### src/rtl/ejection_buffer.sv
// ejection_buffer
//   Flit FIFO placed after the reduction tree, ahead of the ejection port.
//   DEPTH circular-buffer entries plus one registered output stage. Both
//   handshakes are register-to-register: in_avail and out_valid come
//   straight from flops.
//
// Optional feature macro: EJECT_BYPASS_EN
//   When defined, a flit arriving while the FIFO is empty and the output
//   register is loading goes straight into the output register, which saves
//   one cycle of latency. Ordering, capacity and debug outputs are the same
//   in both builds.
//
// Ports
//   clk           rising-edge clock
//   rst           asynchronous, active-low reset
//   in            flit from the upstream tree
//   in_valid      in holds a flit
//   in_avail      buffer can accept a flit (registered)
//   out           head flit (registered)
//   out_valid     out holds a flit (registered)
//   out_avail     consumer accepts the flit
//   occupancy     FIFO entries + out_valid (registered)
//   max_occupancy high-water mark of occupancy, cleared by reset only
//   drop_err      sticky: flit offered while in_avail was low

module ejection_buffer #(
  parameter int DEPTH     = 8,
  parameter int FLIT_SIZE = 8,
  localparam int AW = $clog2(DEPTH),
  localparam int OW = $clog2(DEPTH + 2)
) (
  input  logic                 clk,
  input  logic                 rst,
  input  logic [FLIT_SIZE-1:0] in,
  input  logic                 in_valid,
  output logic                 in_avail,
  output logic [FLIT_SIZE-1:0] out,
  output logic                 out_valid,
  input  logic                 out_avail,
  output logic [OW-1:0]        occupancy,
  output logic [OW-1:0]        max_occupancy,
  output logic                 drop_err
);

  localparam logic [OW-1:0] DEPTH_C = OW'(DEPTH);

  logic [FLIT_SIZE-1:0] mem_q [DEPTH];

  logic [AW-1:0]        wr_ptr_q, wr_ptr_d;
  logic [AW-1:0]        rd_ptr_q, rd_ptr_d;
  logic [OW-1:0]        fifo_count_q, fifo_count_d;
  logic [FLIT_SIZE-1:0] out_q, out_d;
  logic                 out_valid_q, out_valid_d;
  logic                 in_avail_q, in_avail_d;
  logic [OW-1:0]        occupancy_q, occupancy_d;
  logic [OW-1:0]        max_occupancy_q, max_occupancy_d;
  logic                 drop_err_q, drop_err_d;

  logic push;
  logic load;
  logic fifo_empty;
  logic bypass;
  logic pop_fifo;
  logic wr_fifo;

  always_comb begin
    push       = in_valid && in_avail_q;
    // Output register takes a new flit when it is empty or being drained.
    load       = !out_valid_q || out_avail;
    fifo_empty = (fifo_count_q == '0);
    bypass     = 1'b0;
`ifdef EJECT_BYPASS_EN
    bypass     = push && load && fifo_empty;
`else
    bypass     = 1'b0;
`endif
    pop_fifo   = load && !fifo_empty;
    wr_fifo    = push && !bypass;

    wr_ptr_d = wr_fifo  ? wr_ptr_q + AW'(1) : wr_ptr_q;
    rd_ptr_d = pop_fifo ? rd_ptr_q + AW'(1) : rd_ptr_q;

    fifo_count_d = fifo_count_q + OW'(wr_fifo) - OW'(pop_fifo);

    out_d       = out_q;
    out_valid_d = out_valid_q;
    if (load) begin
      out_valid_d = pop_fifo || bypass;
      if (pop_fifo) begin
        out_d = mem_q[rd_ptr_q];
      end else if (bypass) begin
        out_d = in;
      end
    end

    // Exact next-state count, so a free slot is never refused.
    in_avail_d      = (fifo_count_d < DEPTH_C);
    occupancy_d     = fifo_count_d + OW'(out_valid_d);
    max_occupancy_d = (occupancy_d > max_occupancy_q) ? occupancy_d : max_occupancy_q;
    drop_err_d      = drop_err_q || (in_valid && !in_avail_q);
  end

  // Storage needs no reset: validity is tracked by fifo_count alone.
  always_ff @(posedge clk) begin
    if (wr_fifo) begin
      mem_q[wr_ptr_q] <= in;
    end
  end

  always_ff @(posedge clk or negedge rst) begin
    if (!rst) begin
      wr_ptr_q        <= '0;
      rd_ptr_q        <= '0;
      fifo_count_q    <= '0;
      out_q           <= '0;
      out_valid_q     <= 1'b0;
      in_avail_q      <= 1'b1;
      occupancy_q     <= '0;
      max_occupancy_q <= '0;
      drop_err_q      <= 1'b0;
    end else begin
      wr_ptr_q        <= wr_ptr_d;
      rd_ptr_q        <= rd_ptr_d;
      fifo_count_q    <= fifo_count_d;
      out_q           <= out_d;
      out_valid_q     <= out_valid_d;
      in_avail_q      <= in_avail_d;
      occupancy_q     <= occupancy_d;
      max_occupancy_q <= max_occupancy_d;
      drop_err_q      <= drop_err_d;
    end
  end

  assign in_avail      = in_avail_q;
  assign out           = out_q;
  assign out_valid     = out_valid_q;
  assign occupancy     = occupancy_q;
  assign max_occupancy = max_occupancy_q;
  assign drop_err      = drop_err_q;

endmodule

### config.mk
export PLATFORM = sky130hd
export DESIGN_NAME = ejection_buffer
export DESIGN_NICKNAME = d
export VERILOG_FILES = /design/src/rtl/ejection_buffer.sv
export SDC_FILE = /design/constraint.sdc
export NUM_CORES = 1
export LEC_CHECK = 0
export CELL_PAD_IN_SITES_DETAIL_PLACEMENT = 1
export CELL_PAD_IN_SITES_GLOBAL_PLACEMENT = 2
export CORE_ASPECT_RATIO = 2
export CORE_MARGIN = 1
export CORE_UTILIZATION = 43
export DETAILED_ROUTE_END_ITERATION = 12
export GPL_ROUTABILITY_DRIVEN = 0
export PLACE_DENSITY_LB_ADDON = 0.05
export SETUP_SLACK_MARGIN = 0.15
export SLEW_MARGIN = 20
export SYNTH_ARGS = -nofsm -noshare
export SYNTH_HDL_FRONTEND = slang
export SYNTH_SLANG_ARGS = --single-unit
export TNS_END_PERCENT = 5
### constraint.sdc
create_clock -name clk -period 5.4 [get_ports clk]
set_input_delay 0.54 -clock clk [delete_from_list [all_inputs] [get_ports clk]]
set_output_delay 0.54 -clock clk [all_outputs]
set_load 0.005 [all_outputs]
==> flow_metrics.py <==
metrics = {
    "cells_and_area": {
        "area_growth_syn_to_layout_pct": 19.01,
        "final_cells": 354,
        "postLayoutCellArea_um2": 4512,
        "antenna-diode-count": 0,
        "drive_gt1_frac": 0.1496,
        "fin_nets": 275,
    },
    "timing": {
        "setup_viol": 0,
        "tightest_slew_ns": 1.049,
        "max_slew_margin": 0.2982,
        "fin_worst_skew_ns": 0.006775,
        "rsz0062_at_grt": "no",
        "setup_tns_ns": 0,
        "hold_viol": 0,
        "min_period_ns": 4.283,
        "finalMaxSlewViolations": 0,
        "max_freq_mhz": 233.5,
        "period_share": 0.7931,
    },
    "worst_setup_path": {
        "setup.worst_path.end": "max_occupancy[3]$_DFFE_PN0N_",
        "critPathSlowestCell": "mux2_2",
        "r2r_cells": 17,
        "r2r_start": "fifo_count_q[2]$_DFF_PN0_",
        "path_cells": "inv_1 > ha_1 > nor3b_1 > a21oi_1 > buf_4 > ha_1 > inv_1 > ha_1 > inv_1 > fa_1 > xor2_1 > nor3b_1 > xnor3_1 > ha_1 > and4_1 > a21oi_1 > mux2_2",
        "cp.required_ns": 5.63,
        "cp-start-kind": "flip-flop",
        "arrival_ns": 4.51,
        "ff2ff_setup_slack_ns": 1.12,
        "setup.worst_path.start": "fifo_count_q[2]$_DFF_PN0_",
        "cp_slowest_stage_delay_ns": 0.39,
        "critPathBufInv": 4,
        "worstSetupPathType": "flip-flop to flip-flop",
        "worst_setup_path_end_kind": "flip-flop",
        "cp_max_fo": 20,
        "path_delay_family": "adder cells",
        "cp_common_cell": "ha_1",
        "cp_num_cells": 17,
        "r2r-end": "max_occupancy[3]$_DFFE_PN0N_",
    },
    "yosys": {
        "yosys_warnings": 0,
        "synth_top_cells_by_area": "edfxtp_1, dfrtp_1, mux4_2",
        "synth_top_area_cell": "edfxtp_1",
        "synth_area_um2": 3791,
        "ys_seq_area_frac": 0.6987,
        "syn_inst": 212,
        "synth_fp_nets": 238,
        "yosysUniqueCellTypes": 33,
        "synth-seq-cells": 93,
        "synth_area_per_cell_um2": 17.88,
        "synth_top_area_frac": 0.5069,
    },
    "place": {
        "portBuffers": 30,
        "dpl.hpwl_um": 5464,
        "place_area_um2": 4202,
        "dp.cells": 338,
    },
    "route": {
        "post-route-drc-count": 0,
        "drt-vias-per-instance": 5.475,
        "wire_per_inst_um": 22.09,
        "routed-via-count": 1938,
        "wl_um": 7821,
        "ant_nets": 0,
        "drtIter0Drc": 130,
        "dr.pass1.iters": 4,
    },
    "clock_tree": {
        "clk_path_buf_depth": 2,
        "cts_setup_buffers": 0,
        "clk_pin_slew_ns": 0.06,
        "htree_levels": 3,
        "clk_latency_ns": 0.34,
        "cts_sinks": 93,
        "hold_buffers": 0,
        "cts_tree": "built",
        "numCtsBuffers": 9,
        "post_cts_resized": 0,
        "cts_root_buf": "clkbuf_16",
    },
    "grt": {
        "grt_max_degree": 30,
        "gr-total-overflow": 0,
        "antenna_found_initial": 0,
        "grt_pass1_vias": 2146,
        "grt_pass1_wl_um": 12050,
        "grt_use_total": 0.1975,
    },
    "die": {
        "core_um2": 8588,
        "dieHeight_um": 134.8,
        "io_pins": 31,
        "rows": 48,
        "initial_core_util": 0.4414,
        "dieArea_um2": 9219,
        "die_w_um": 68.40,
    },
    "job": {
        "cap_viol_max_count": 0,
    },
    "power": {
        "irDropWorstVdd_uv": 577.2,
        "leakagePower_nw": 1.680,
        "power_density_nw_per_um2": 661.8,
    },
    "outcome": {
        "status": "completed",
    },
    "hold_path": {
        "worst_hold_path_type": "flip-flop to flip-flop",
    },
}
[flip-flops by register name (all words and copies together), names as in the netlist]
signal / cells
out: 8
fifo_count_q: 4
mem_q: 64
in_avail: 1
out_valid: 1
occupancy: 4
wr_ptr_q: 3
drop_err: 1
rd_ptr_q: 3
max_occupancy: 4
[routing by layer]
layer,part of all wire,track usage,up-vias
met1,0.36,0.2048,1005
li1,-,-,878
met5,0,0,-
met3,0.035,0.05574,16
met2,0.58,0.3529,39
met4,0.025,0.08333,0
[report_power, final]
part           total, mW  internal, mW  switching [mW]
clock network      0.656         0.403           0.252
logic               1.21         0.665           0.547
registers           1.12         0.945           0.173
[layout by cell type (no fill, tap or decap), drive strengths merged]
master / Yosys / routed
dfstp: 1 / 1
and4: 1 / 1
clkdlybuf4s50: 0 / 30
a21o: 1 / 1
nor4: 1 / 1
xnor2: 5 / 5
inv: 16 / 16
nand2b: 2 / 2
mux2: 6 / 6
nor3: 4 / 4
nand3: 2 / 2
buf: 6 / 3
bufinv: 0 / 2
clkinvlp: 0 / 1
o211ai: 1 / 1
mux4: 16 / 16
fa: 1 / 1
clkbuf: 1 / 11
a21oi: 11 / 11
nand2: 3 / 3
nor3b: 2 / 2
dfrtp: 28 / 28
nor2b: 1 / 1
mux2i: 8 / 8
nor2: 13 / 13
xor2: 2 / 2
clkinv: 0 / 2
xnor3: 1 / 1
o21ai: 1 / 1
edfxtp: 64 / 64
a211oi: 1 / 1
ha: 13 / 13
[worst register-to-register path: stages, from the launching register on]
cell and delay, ns:
dfrtp_1 0.36, inv_1 0.07, ha_1 0.16, nor3b_1 0.28, a21oi_1 0.09, buf_4 0.22, ha_1 0.29, inv_1 0.06
ha_1 0.16, inv_1 0.06, fa_1 0.38, xor2_1 0.21, nor3b_1 0.27, xnor3_1 0.31, ha_1 0.33, and4_1 0.18
a21oi_1 0.35, mux2_2 0.39
[how the worst min path moves through the flow]
stage | from | endpoint | slack (ns) | cells after the start
2_1_floorplan | rst | drop_err$_DFF_PN0_ | 0.24 | 0
3_3_place_gp | drop_err$_DFF_PN0_ | drop_err$_DFF_PN0_ | 0.44 | 1
3_5_place_dp | drop_err$_DFF_PN0_ | drop_err$_DFF_PN0_ | 0.45 | 1
4_1_cts | drop_err$_DFF_PN0_ | drop_err$_DFF_PN0_ | 0.46 | 1
5_1_grt | drop_err$_DFF_PN0_ | drop_err$_DFF_PN0_ | 0.49 | 1
6_report | drop_err$_DFF_PN0_ | drop_err$_DFF_PN0_ | 0.46 | 1
[metrics by stage]
stage / total power, mW / hold slack [ns] / setup slack [ns] / utilization
CTS: 3.047 / 0.4641 / 1.051 / 0.5252
floorplan: 1.931 / 0.2444 / 1.572 / -
global route: 3.192 / 0.4949 / 0.8022 / 0.5254
global placement: 2.268 / 0.4420 / 1.044 / 0.4892
finish: 2.986 / 0.4619 / 1.117 / 0.5254
detailed placement: 2.371 / 0.4498 / 0.8816 / 0.4892
[synth_stat cells]
master / n
edfxtp_1: 64
dfrtp_1: 28
inv_1: 16
ha_1: 13
nor2_1: 12
a21oi_1: 11
mux4_2: 9
mux2i_1: 8
mux4_1: 7
mux2_2: 6
xnor2_1: 5
nor3_1: 4
buf_2: 3
nand2_1: 3
nand2b_1: 2
nand3_1: 2
nor3b_1: 2
xor2_1: 2
a211oi_1: 1
a21o_1: 1
and4_1: 1
buf_12: 1
buf_4: 1
buf_6: 1
clkbuf_1: 1
dfstp_2: 1
fa_1: 1
nor2_2: 1
nor2b_1: 1
nor4_1: 1
o211ai_1: 1
o21ai_0: 1
xnor3_1: 1
[area by class of cell]
class                           count  area [um^2]
Tap cell                          100        125.1
Multi-Input combinational cell     96         1045
Sequential cell                    93         2650
Timing Repair Buffer               33        322.8
Clock inverter                      5        76.32
Inverter                           16        60.06
Fill cell                         804         4076
Clock buffer                       11        232.7
[cell families after synthesis]
logic type,after synthesis,synth area share
flops,93,0.6987
mux,30,0.1409
simple gates,29,0.03729
buf+inv,23,0.03102
compound gates,15,0.02178
fa+ha+maj,14,0.04819
xor+xnor,8,0.02211
Power figures use the tool's default switching activity.
